File: src/rtl/psum_row_accum.sv
// Vertical accumulator for PE partial-sum rows: sums NROWS rows lane by lane, saturates,
// optionally applies ReLU, and hands the finished row downstream over valid/ready.
module psum_row_accum #(
   parameter int INWIDTH = 16,
   parameter int DO_W    = 5,
   parameter int NROWS   = 3,
   parameter int ACCW    = 20,
   localparam int CW     = (NROWS > 1) ? $clog2(NROWS) : 1
) (
   input  logic                    clk,
   input  logic                    rst,
   input  logic                    pe_done,
   input  logic [DO_W*INWIDTH-1:0] pe_psum,
   input  logic                    flush,
   input  logic                    relu_en,
   output logic                    in_ready,
   output logic                    out_valid,
   input  logic                    out_ready,
   output logic [DO_W*INWIDTH-1:0] out_data,
   output logic [CW-1:0]           row_cnt,
   output logic [15:0]             rows_emitted,
   output logic                    ovf
);

   typedef enum logic {ACC, OUT} state_t;

   localparam logic signed [ACCW-1:0] SMAX = {{(ACCW-INWIDTH+1){1'b0}}, {(INWIDTH-1){1'b1}}};
   localparam logic signed [ACCW-1:0] SMIN = {{(ACCW-INWIDTH+1){1'b1}}, {(INWIDTH-1){1'b0}}};
   localparam logic signed [ACCW-1:0] AZERO = '0;

   state_t                  state, state_nxt;
   logic signed [ACCW-1:0]  acc [DO_W];
   logic signed [ACCW-1:0]  sum_p0 [DO_W];
   logic [DO_W*INWIDTH-1:0] fin_p0;
   logic [CW-1:0]           eff_cnt;
   logic                    last_row;

   function automatic logic signed [INWIDTH-1:0] sat_relu(input logic signed [ACCW-1:0] v,
                                                          input logic relu);
      logic signed [INWIDTH-1:0] r;
      if (v > SMAX)      r = SMAX[INWIDTH-1:0];
      else if (v < SMIN) r = SMIN[INWIDTH-1:0];
      else               r = v[INWIDTH-1:0];
      if (relu && r[INWIDTH-1]) r = '0;
      return r;
   endfunction

   assign in_ready  = (state == ACC);
   assign out_valid = (state == OUT);

   // A flush coinciding with pe_done makes the incoming row row 0 of a fresh group.
   always_comb begin
      eff_cnt  = flush ? '0 : row_cnt;
      last_row = (eff_cnt == CW'(NROWS-1));
      fin_p0   = '0;
      for (int i = 0; i < DO_W; i++) begin
         sum_p0[i] = ((eff_cnt == '0) ? AZERO : acc[i])
                     + ACCW'($signed(pe_psum[i*INWIDTH +: INWIDTH]));
         fin_p0[i*INWIDTH +: INWIDTH] = sat_relu(sum_p0[i], relu_en);
      end
   end

   always_comb begin
      state_nxt = state;
      case (state)
         ACC:     if (pe_done && last_row) state_nxt = OUT;
         OUT:     if (out_ready)           state_nxt = ACC;
         default: state_nxt = ACC;
      endcase
   end

   always_ff @(posedge clk) begin
      if (rst) state <= ACC;
      else     state <= state_nxt;
   end

   // Stage p0 -> registered accumulator / output row
   always_ff @(posedge clk) begin
      if (rst) begin
         for (int i = 0; i < DO_W; i++) acc[i] <= '0;
         out_data     <= '0;
         row_cnt      <= '0;
         rows_emitted <= '0;
         ovf          <= 1'b0;
      end else begin
         if (state == ACC) begin
            if (pe_done) begin
               for (int i = 0; i < DO_W; i++) acc[i] <= sum_p0[i];
               if (last_row) begin
                  row_cnt  <= '0;
                  out_data <= fin_p0;
               end else begin
                  row_cnt <= eff_cnt + CW'(1);
               end
            end else if (flush) begin
               row_cnt <= '0;
            end
         end else begin
            if (pe_done)   ovf <= 1'b1;
            if (out_ready) rows_emitted <= rows_emitted + 16'd1;
         end
      end
   end

endmodule
File: config.mk
export PLATFORM = sky130hd
export DESIGN_NAME = psum_row_accum
export DESIGN_NICKNAME = d
export VERILOG_FILES = /design/src/rtl/psum_row_accum.sv
export SDC_FILE = /design/constraint.sdc
export NUM_CORES = 1
export LEC_CHECK = 0
export CORE_MARGIN = 1.5
export CORE_UTILIZATION = 51
export CTS_BUF_LIST = sky130_fd_sc_hd__clkbuf_16
export DETAILED_ROUTE_END_ITERATION = 12
export GPL_TIMING_DRIVEN = 0
export PLACE_DENSITY = 0.78
export SLEW_MARGIN = 20
export SYNTH_ARGS = -nofsm -noshare
export SYNTH_HDL_FRONTEND = slang
export SYNTH_SLANG_ARGS = --single-unit
File: constraint.sdc
create_clock -name clk -period 4.7 [get_ports clk]
set_input_delay 0.94 -clock clk [delete_from_list [all_inputs] [get_ports clk]]
set_output_delay 0.94 -clock clk [all_outputs]
set_load 0.05 [all_outputs]
# ---- Word level (Yosys, flattened, before mapping)
# Memory sizes are Yosys's and may differ from the RTL's.
# Index checks and enable logic that the tools add are counted.
dict set report word_totals {
  reg_bits 100
  elab_cells 77
  mem_count 1
  out_inout_bits 101
  ramBits 100
}
# name depth width rd rd_clocked_by_memory_dff wr line
set mem_list {}
lappend mem_list {acc 5 20 5 0 5 32} ;# logic signed [ACCW-1:0] acc [DO_W];
dict set report op_classes {
  bitwise 6
  n_reduce_logical 10
  n_mux 37
  addsub 7
  magnitude_cmp 10
  eq_ne 1
}
# cell n
set op_table {}
lappend op_table {{$mux W16} 15}
lappend op_table {{$mux W20} 10}
lappend op_table {{$add A20 B16 Y20} 5}
lappend op_table {{$gt A20 B16 Y1 const B} 5}
lappend op_table {{$lt A20 B16 Y1 const B} 5}
lappend op_table {{$add A16 B1 Y16 const B} 1}
lappend op_table {{$mux W1} 8}
lappend op_table {{$logic_and A1 B1 Y1} 6}
lappend op_table {{$mux W2} 3}
lappend op_table {{$or A1 B1 Y1} 5}
lappend op_table {{$reduce_and A2 Y1} 2}
lappend op_table {{$reduce_and A3 Y1} 1}
lappend op_table {{$add A2 B1 Y2 const B} 1}
lappend op_table {{$eq A2 B2 Y1 const B} 1}
lappend op_table {{$logic_not A2 Y1} 1}
lappend op_table {{$pmux W1 S2} 1}
lappend op_table {{$not A1 Y1} 1}

# ---- Logic depth before layout (Yosys ltp)
# Gate-level depths: netlist (run 1).
dict set report logic_depth {
  depth_word 9
  ltp_mapped 17
}

# ---- Least setup slack after synthesis (run 1)
# No wires, ideal clock.
dict set report synth_path {
  kind {input -> register}
  startpoint {in flush}
  endpoint {reg out_data[24]}
  setup_slack_ns 0.113
  t_arrival_ns 4.465
  path_stages 16
  n_path_buf 3
  cell_sequence {o21ba_2 > clkbuf_1 > clkbuf_1 > and2_1 > ha_1 > inv_1 > fa_1 > nor2b_1 > o211ai_1 > a211o_1 > a21oi_1 > nor3_1 > or3_1 > o41a_1 > buf_2 > a221o_1}
}
dict set report synth_between {
  elab_chain_len 9
  word_cells_on_any_way 12
  classes_between {1 x add/sub; 2 x order compare; 1 x eq/ne; 5 x mux; 3 x reduce/logical}
}
# element line
set synth_lines {}
lappend synth_lines {{start, declared} 14} ;# input logic flush,
lappend synth_lines {{$mux W2 (*)} --}
lappend synth_lines {{$logic_not A2 Y1} 57} ;# sum_p0[i] = ((eff_cnt == '0) ? AZERO : acc[i])
lappend synth_lines {{$mux W20} 57}
lappend synth_lines {{$add A20 B16 Y20} 58} ;# + ACCW'($signed(pe_psum[i*INWIDTH +: INWIDTH]));
lappend synth_lines {{$lt A20 B16 Y1} 42} ;# else if (v < SMIN) r = SMIN[INWIDTH-1:0];
lappend synth_lines {{$mux W16} 42}
lappend synth_lines {{$mux W16} 41} ;# if (v > SMAX) r = SMAX[INWIDTH-1:0];
lappend synth_lines {{$logic_and A1 B1 Y1} 44} ;# if (relu && r[INWIDTH-1]) r = '0;
lappend synth_lines {{$mux W16} 44}
lappend synth_lines {{end signal, assigned} 91} ;# out_data <= fin_p0;
lappend synth_lines {{end, declared} 19} ;# output logic [DO_W*INWIDTH-1:0] out_data,
# Mark *: on every way between the ends. The rest lies on a longest branch, timed or not.
# A chain may end at the register's enable or synchronous reset.

# ---- Final worst setup path (run 1)
dict set report layout_path {
  startpoint {in flush}
  endpoint {reg out_data[39]}
}
# The elaborated chain is that of the path after synthesis.

==> impl_metrics.toml, run 1 <==
[outcome]
status = "complete, no violations"

[worst_setup_path]
cp_data_required_time_ns = 5.04
crit_fanout = 10
critical_path_arrival_ns = 4.88
critical_path_class = "in2reg"
rr_worst_depth = 15
critPathCaptureType = "flip-flop"
critPathLaunchType = "input pin"
r2r_slack_ns = 0.32
r2r_start = "row_cnt[0]$_SDFFE_PP0N_"
reg2reg_to = "out_data[23]$_SDFFE_PP0P_"

[timing]
tightest_slew_ns = 1.08
setup-tns-final_ns = 0
layout_min_cycle_time_ns = 4.53
fmax_mhz = 221
fin_crit_sh = 0.964
rsz0062_at_grt = "false"
timing.slew.headroom = 0.274
slew_viol_final = 0
clock_skew_ns = 0.0108
setup-violations-final = 0
hold_viol = 0

[layout]
nFillCells = 2056
final_layout_size_suffix_gt1_frac = 0.0691
nets = 1823
area_growth_pct = 24.0
utilization = 0.646

[drt]
wire_per_inst_um = 18.7
vias_per_cell = 5.98
drc = 0
ant_nets = 0
drtIter0Drc = 1122
finalWirelength_mm = 37.1
firstDrtPassIters = 7
vias = 11800

[clocking]
cts_tree = "yes"
worstSkewPairLatency_ns = 0.44
ctsHoldBuffers = 0
cts.sink_count = 200
htree_levels = 4
cts_made_buffers = 17
clk_pin_slew_ns = 0.08
root_buffer = "clkbuf_16"
clk_path_buf_depth = 2

[global_routing]
antenna_found_initial = 0
grt_pass1_wl_mm = 58.7
grt_usage = 0.281
grt.overflow.total = 0
grt_pass1_vias = 11400
use_met3 = 0.0599
gr-usage-met2 = 0.457
grt_use_met1 = 0.371
grt_max_degree = 42
grt-busiest-layer = "met2"

[power]
powerDensity_mw_per_mm2 = 254
p_total_mw = 4.13
ir_worst_vdd_mv = 0.222
p_leak_nw = 6.57

[synth]
synthArstFlopShare = 0
synthTopCellsByArea = "edfxtp_1 (23%), dfxtp_1 (15%), ha_1 (9.2%), and2_1 (7.7%), nor2_1 (3.9%)"
yosysSeqAreaShare = 0.381
synth_top_area_cell = "edfxtp_1"
synth-main-ff-cell = "edfxtp_1"
synth_warnings = 0
synth_edf_count = 100
ys_ff_latch = 200
yosysUniqueCellTypes = 79
synth_commonest_cells = "and2_1 (161), nor2_1 (135), nand2_1 (106)"
syn_area_mm2 = 0.0131
syn_avg_cell_area_um2 = 9.24
synth.net_count = 1607
yosysTopAreaCellShare = 0.229
synth.most_common_cell = "and2_1"
synth_cells = 1420

[min_path]
worstHoldPathType = "reg2reg"
hp-start = "out_data[0]$_SDFFE_PP0P_"
min_path_cells = 1
min_to = "out_data[0]$_SDFFE_PP0P_"

[floorplan]
die-area_mm2 = 0.0267
die-height_um = 163
initial_core_util = 0.521
fp.dieW_um = 163
num_io_pins = 187
core.rowCount = 58
core_mm2 = 0.0252

[place]
hpwl_mm = 27.2
io_buffer_count = 186
gp_congestion = 0.916

[flow_run]
cap_violations = 0
-- worst max-delay path, cell delays in order --
cell,delay (ns)
clkbuf_2,0.19
o21ba_4,0.22
clkbuf_8,0.20
and2_1,0.18
ha_1,0.21
fa_1,0.47
a211oi_2,0.32
o21a_1,0.21
nor3_2,0.07
o21a_1,0.22
a311oi_1,0.32
xor2_1,0.19
buf_4,0.18
o41ai_4,0.41
buf_6,0.20
nand2b_1,0.07
a211oi_1,0.26
-- layout by cell type (no fill, tap or decap), types with 11 or more instances in the layout --
master and count:
inv_1 23, o21a_1 22, clkdlybuf4s50_1 185, a221oi_1 23, nand4_1 12, clkbuf_1 44, ha_1 96, a21o_1 43
nand3_1 26, xor2_1 40, a221o_1 14, dfxtp_1 100, buf_4 11, a211oi_1 42, nor2_1 135, clkbuf_16 17
a21oi_1 86, edfxtp_1 100, xnor2_1 48, and2_1 161, nand2_1 106, nor3_1 20, o211ai_1 12, o21ai_0 48
nand2b_1 23
-- metal layers --
metal	share of wire	vias to the layer above
li1	-	5671
met1	0.43	5633
met2	0.46	487
met3	0.087	57
met4	0.024	0
met5	0	-
-- area by class of cell --
class / count / area (µm²) / area share
Multi-Input combinational cell: 1132 / 7920 / 0.487
Sequential cell: 200 / 5000 / 0.307
Timing Repair Buffer: 197 / 1960 / 0.121
Inverter: 23 / 86.3 / 0.00530
Buffer: 65 / 313 / 0.0192
Antenna cell: 2 / 5.00 / 0.000307
Tap cell: 330 / 413 / 0.0254
Clock inverter: 15 / 143 / 0.00876
Clock buffer: 17 / 425 / 0.0261
-- stage by stage --
step                hold WS, ns  cell area (µm²)  std cells  setup slack (ns)
global placement          0.452            15400       1936             -1.86
finish                    0.475            16300       1981             0.167
global route              0.498            16300       1979           0.00526
detailed placement        0.456            15400       1938             -1.99
CTS                       0.475            16200       1975            0.0387
floorplan                 0.674            13100       1420             0.113
-- flip-flops by register name, indices dropped and copies added, names as in the netlist --
name,count
acc,100
out_data,80
out_valid,1
ovf,1
row_cnt,2
rows_emitted,16
-- timing repair --
action | 4_1_cts | 5_1_grt
pin swaps | 5 | 4
gates resized for setup | 37 | 7
cloned | 1 | 0
setup endpoints to repair | 115 | 66
setup buffers | 5 | 4
-- cell families (layout without fill, tap and decap cells) --
kind of cell / Yosys count / count (layout) / share of synthesized area
AOI/OAI and AO/OA: 396 / 397 / 0.218
DFF: 200 / 200 / 0.381
buffers and inverters: 89 / 317 / 0.0274
other: 0 / 2 / 0
xor gates and xnor gates: 91 / 91 / 0.0607
and+or+nand+nor: 540 / 540 / 0.211
adders and majority gates: 101 / 101 / 0.0992
muxes: 3 / 3 / 0.00229
-- power by group --
group	switching [mW]	internal (mW)	leakage (nW)
combinational	0.446	0.310	4.38
sequential	0.0180	1.91	1.91
clock	0.744	0.704	0.285
-- worst max-delay path by stage --
| stage | from | end | cells after the start | slack, ns |
|---|---|---|---|---|
| floorplan | flush | out_data[24]$_SDFFE_PP0P_ | 16 | 0.11 |
| CTS | flush | out_data[23]$_SDFFE_PP0P_ | 16 | 0.04 |
| global placement | flush | out_data[43]$_SDFFE_PP0P_ | 18 | -1.86 |
| finish | flush | out_data[39]$_SDFFE_PP0P_ | 17 | 0.17 |
| detailed placement | flush | out_data[36]$_SDFFE_PP0P_ | 18 | -1.99 |
| global route | flush | out_data[39]$_SDFFE_PP0P_ | 17 | 0.005 |
Note: power is estimated with default switching activity, not from simulation.
==> inputs of run 2 (changes only) <==
--- a/config.mk
+++ b/config.mk
@@ -5,12 +5,12 @@
 export SDC_FILE = /design/constraint.sdc
 export NUM_CORES = 1
 export LEC_CHECK = 0
+export CAP_MARGIN = 10
 export CORE_MARGIN = 1.5
-export CORE_UTILIZATION = 51
+export CORE_UTILIZATION = 25
 export CTS_BUF_LIST = sky130_fd_sc_hd__clkbuf_16
 export DETAILED_ROUTE_END_ITERATION = 12
 export GPL_TIMING_DRIVEN = 0
-export PLACE_DENSITY = 0.78
 export SLEW_MARGIN = 20
 export SYNTH_ARGS = -nofsm -noshare
 export SYNTH_HDL_FRONTEND = slang
==> impl_metrics.toml, run 2 (same netlist as run 1, synthesis figures left out) <==
[worst_setup_path]
cp_cell_sequence = "dlygate4sd2_1 > o21ba_4 > buf_2 > and2_1 > ha_1 > a211oi_1 > o21bai_1 > o2111ai_2 > a21oi_2 > a221o_2 > xnor2_1 > or4_1 > o32a_2 > buf_6 > o221ai_2"
cp_data_required_time_ns = 5.11
critPathCaptureType = "flip-flop"
critPathLaunchType = "input pin"
crit_fanout = 10
critical_path_class = "in2reg"
critical_path_arrival_ns = 4.97
crit_path_max_incr_delay_ns = 0.51
cp_slowest_cell = "or4_1"

[min_path]
worstHoldPathType = "reg2reg"

[timing]
timing.slew.headroom = 0.304
tightest_slew_ns = 1.04
setup-violations-final = 0
hold_viol = 0
layout_min_cycle_time_ns = 4.55
rsz0062_at_grt = "true"
clock_skew_ns = 0.0120
slew_viol_final = 0
fin_crit_sh = 0.969
fmax_mhz = 220
finalHoldWorstSlack_ns = 0.465
setup-tns-final_ns = 0
fin_ws_ns = 0.146

[flow_run]
cap_violations = 0

[global_routing]
grt.overflow.total = 0
grt_pass1_wl_mm = 64.7
grt_pass1_vias = 11400
grt_max_degree = 49
grt_usage = 0.159
antenna_found_initial = 2

[drt]
drtIter0Drc = 846
finalWirelength_mm = 42.4
drc = 0
ant_nets = 0
vias = 11700
wire_per_inst_um = 18.2
firstDrtPassIters = 5
vias_per_cell = 4.99

[power]
powerDensity_mw_per_mm2 = 251
ir_worst_vdd_mv = 0.266
p_leak_nw = 6.62

[floorplan]
die-area_mm2 = 0.0539
num_io_pins = 187
core_mm2 = 0.0516
initial_core_util = 0.254
core.rowCount = 83
fp.dieW_um = 232
die-height_um = 232

[clocking]
clk_path_buf_depth = 2
root_buffer = "clkbuf_16"
worstSkewPairLatency_ns = 0.50
htree_levels = 4
ctsHoldBuffers = 0
cts_made_buffers = 17
cts.sink_count = 200
clk_pin_slew_ns = 0.08
cts_tree = "yes"

[layout]
layout_commonest_cell = "clkdlybuf4s50_1"
nets = 1826
final_cells = 2334
largest_reg_flops = 100
mostFrequentLayoutCells = "clkdlybuf4s50_1 (185), and2_1 (161), nor2_1 (135)"
final_layout_size_suffix_gt1_frac = 0.0757
reg_top3 = "acc: 100 flops, out_data: 80 flops, rows_emitted: 16 flops"
area_growth_pct = 28.1
regMostFlops = "acc"

[place]
hpwl_mm = 32.5
gp_congestion = 0.889
dp_cells = 2289
place_ws_ns = -2.06
io_buffer_count = 186

[outcome]
status = "complete, no violations"
-- run 2: final cells by class --
class	count	area (µm²)
antenna	2	5.00
inverter	23	86.3
clock buffer	18	450
clock inverter	14	126
multi-input combinational	1131	7940
timing repair buffer	202	2020
buffer	64	333
tap	680	851
sequential	200	5000
fill	5282	34800
-- run 2: worst paths after layout --
path                               end  slack, ns                       from  cells past startpoint
min reg2reg  out_data[74]$_SDFFE_PP0P_       0.47  out_data[74]$_SDFFE_PP0P_                      2
max reg2reg  out_data[62]$_SDFFE_PP0P_       0.48    row_cnt[0]$_SDFFE_PP0N_                     15
min          out_data[74]$_SDFFE_PP0P_       0.47  out_data[74]$_SDFFE_PP0P_                      2
max          out_data[62]$_SDFFE_PP0P_       0.15                      flush                     15
-- run 2: critical path, delay by kind of cell --
family	cells	cell delay (ns)
AOI/OAI and AO/OA	8	2.11
xor gates and xnor gates	1	0.17
buffers and inverters	3	0.75
adders and majority gates	1	0.25
and+or+nand+nor	2	0.72
-- run 2: what timing repair did --
item,in CTS,in global routing
gates resized for setup,46,8
setup endpoints to repair,121,44
hold endpoints to repair,0,0
pin swaps,8,8
setup buffers,8,5
-- run 2: layer usage --
metal | wire length [µm] | share of wire | GRT usage
met1 | 19400 | 0.46 | 0.206
met2 | 19300 | 0.46 | 0.253
met3 | 2670 | 0.063 | 0.0421
met4 | 974 | 0.023 | 0.0566
met5 | 0 | 0 | 0
-- run 2: stage by stage --
stage / area (µm²) / total power, mW / utilization
global placement: 15800 / 2.69 / 0.307
global route: 16800 / 4.41 / 0.326
finish: 16800 / 4.22 / 0.326
detailed placement: 15900 / 2.70 / 0.308
floorplan: 13100 / 2.43 / -
CTS: 16700 / 4.26 / 0.324
-- run 2: report_power, final --
group	switching, mW	internal [mW]
sequential	0.0160	1.91
combinational	0.460	0.318
clock	0.788	0.730
total	1.26	2.96
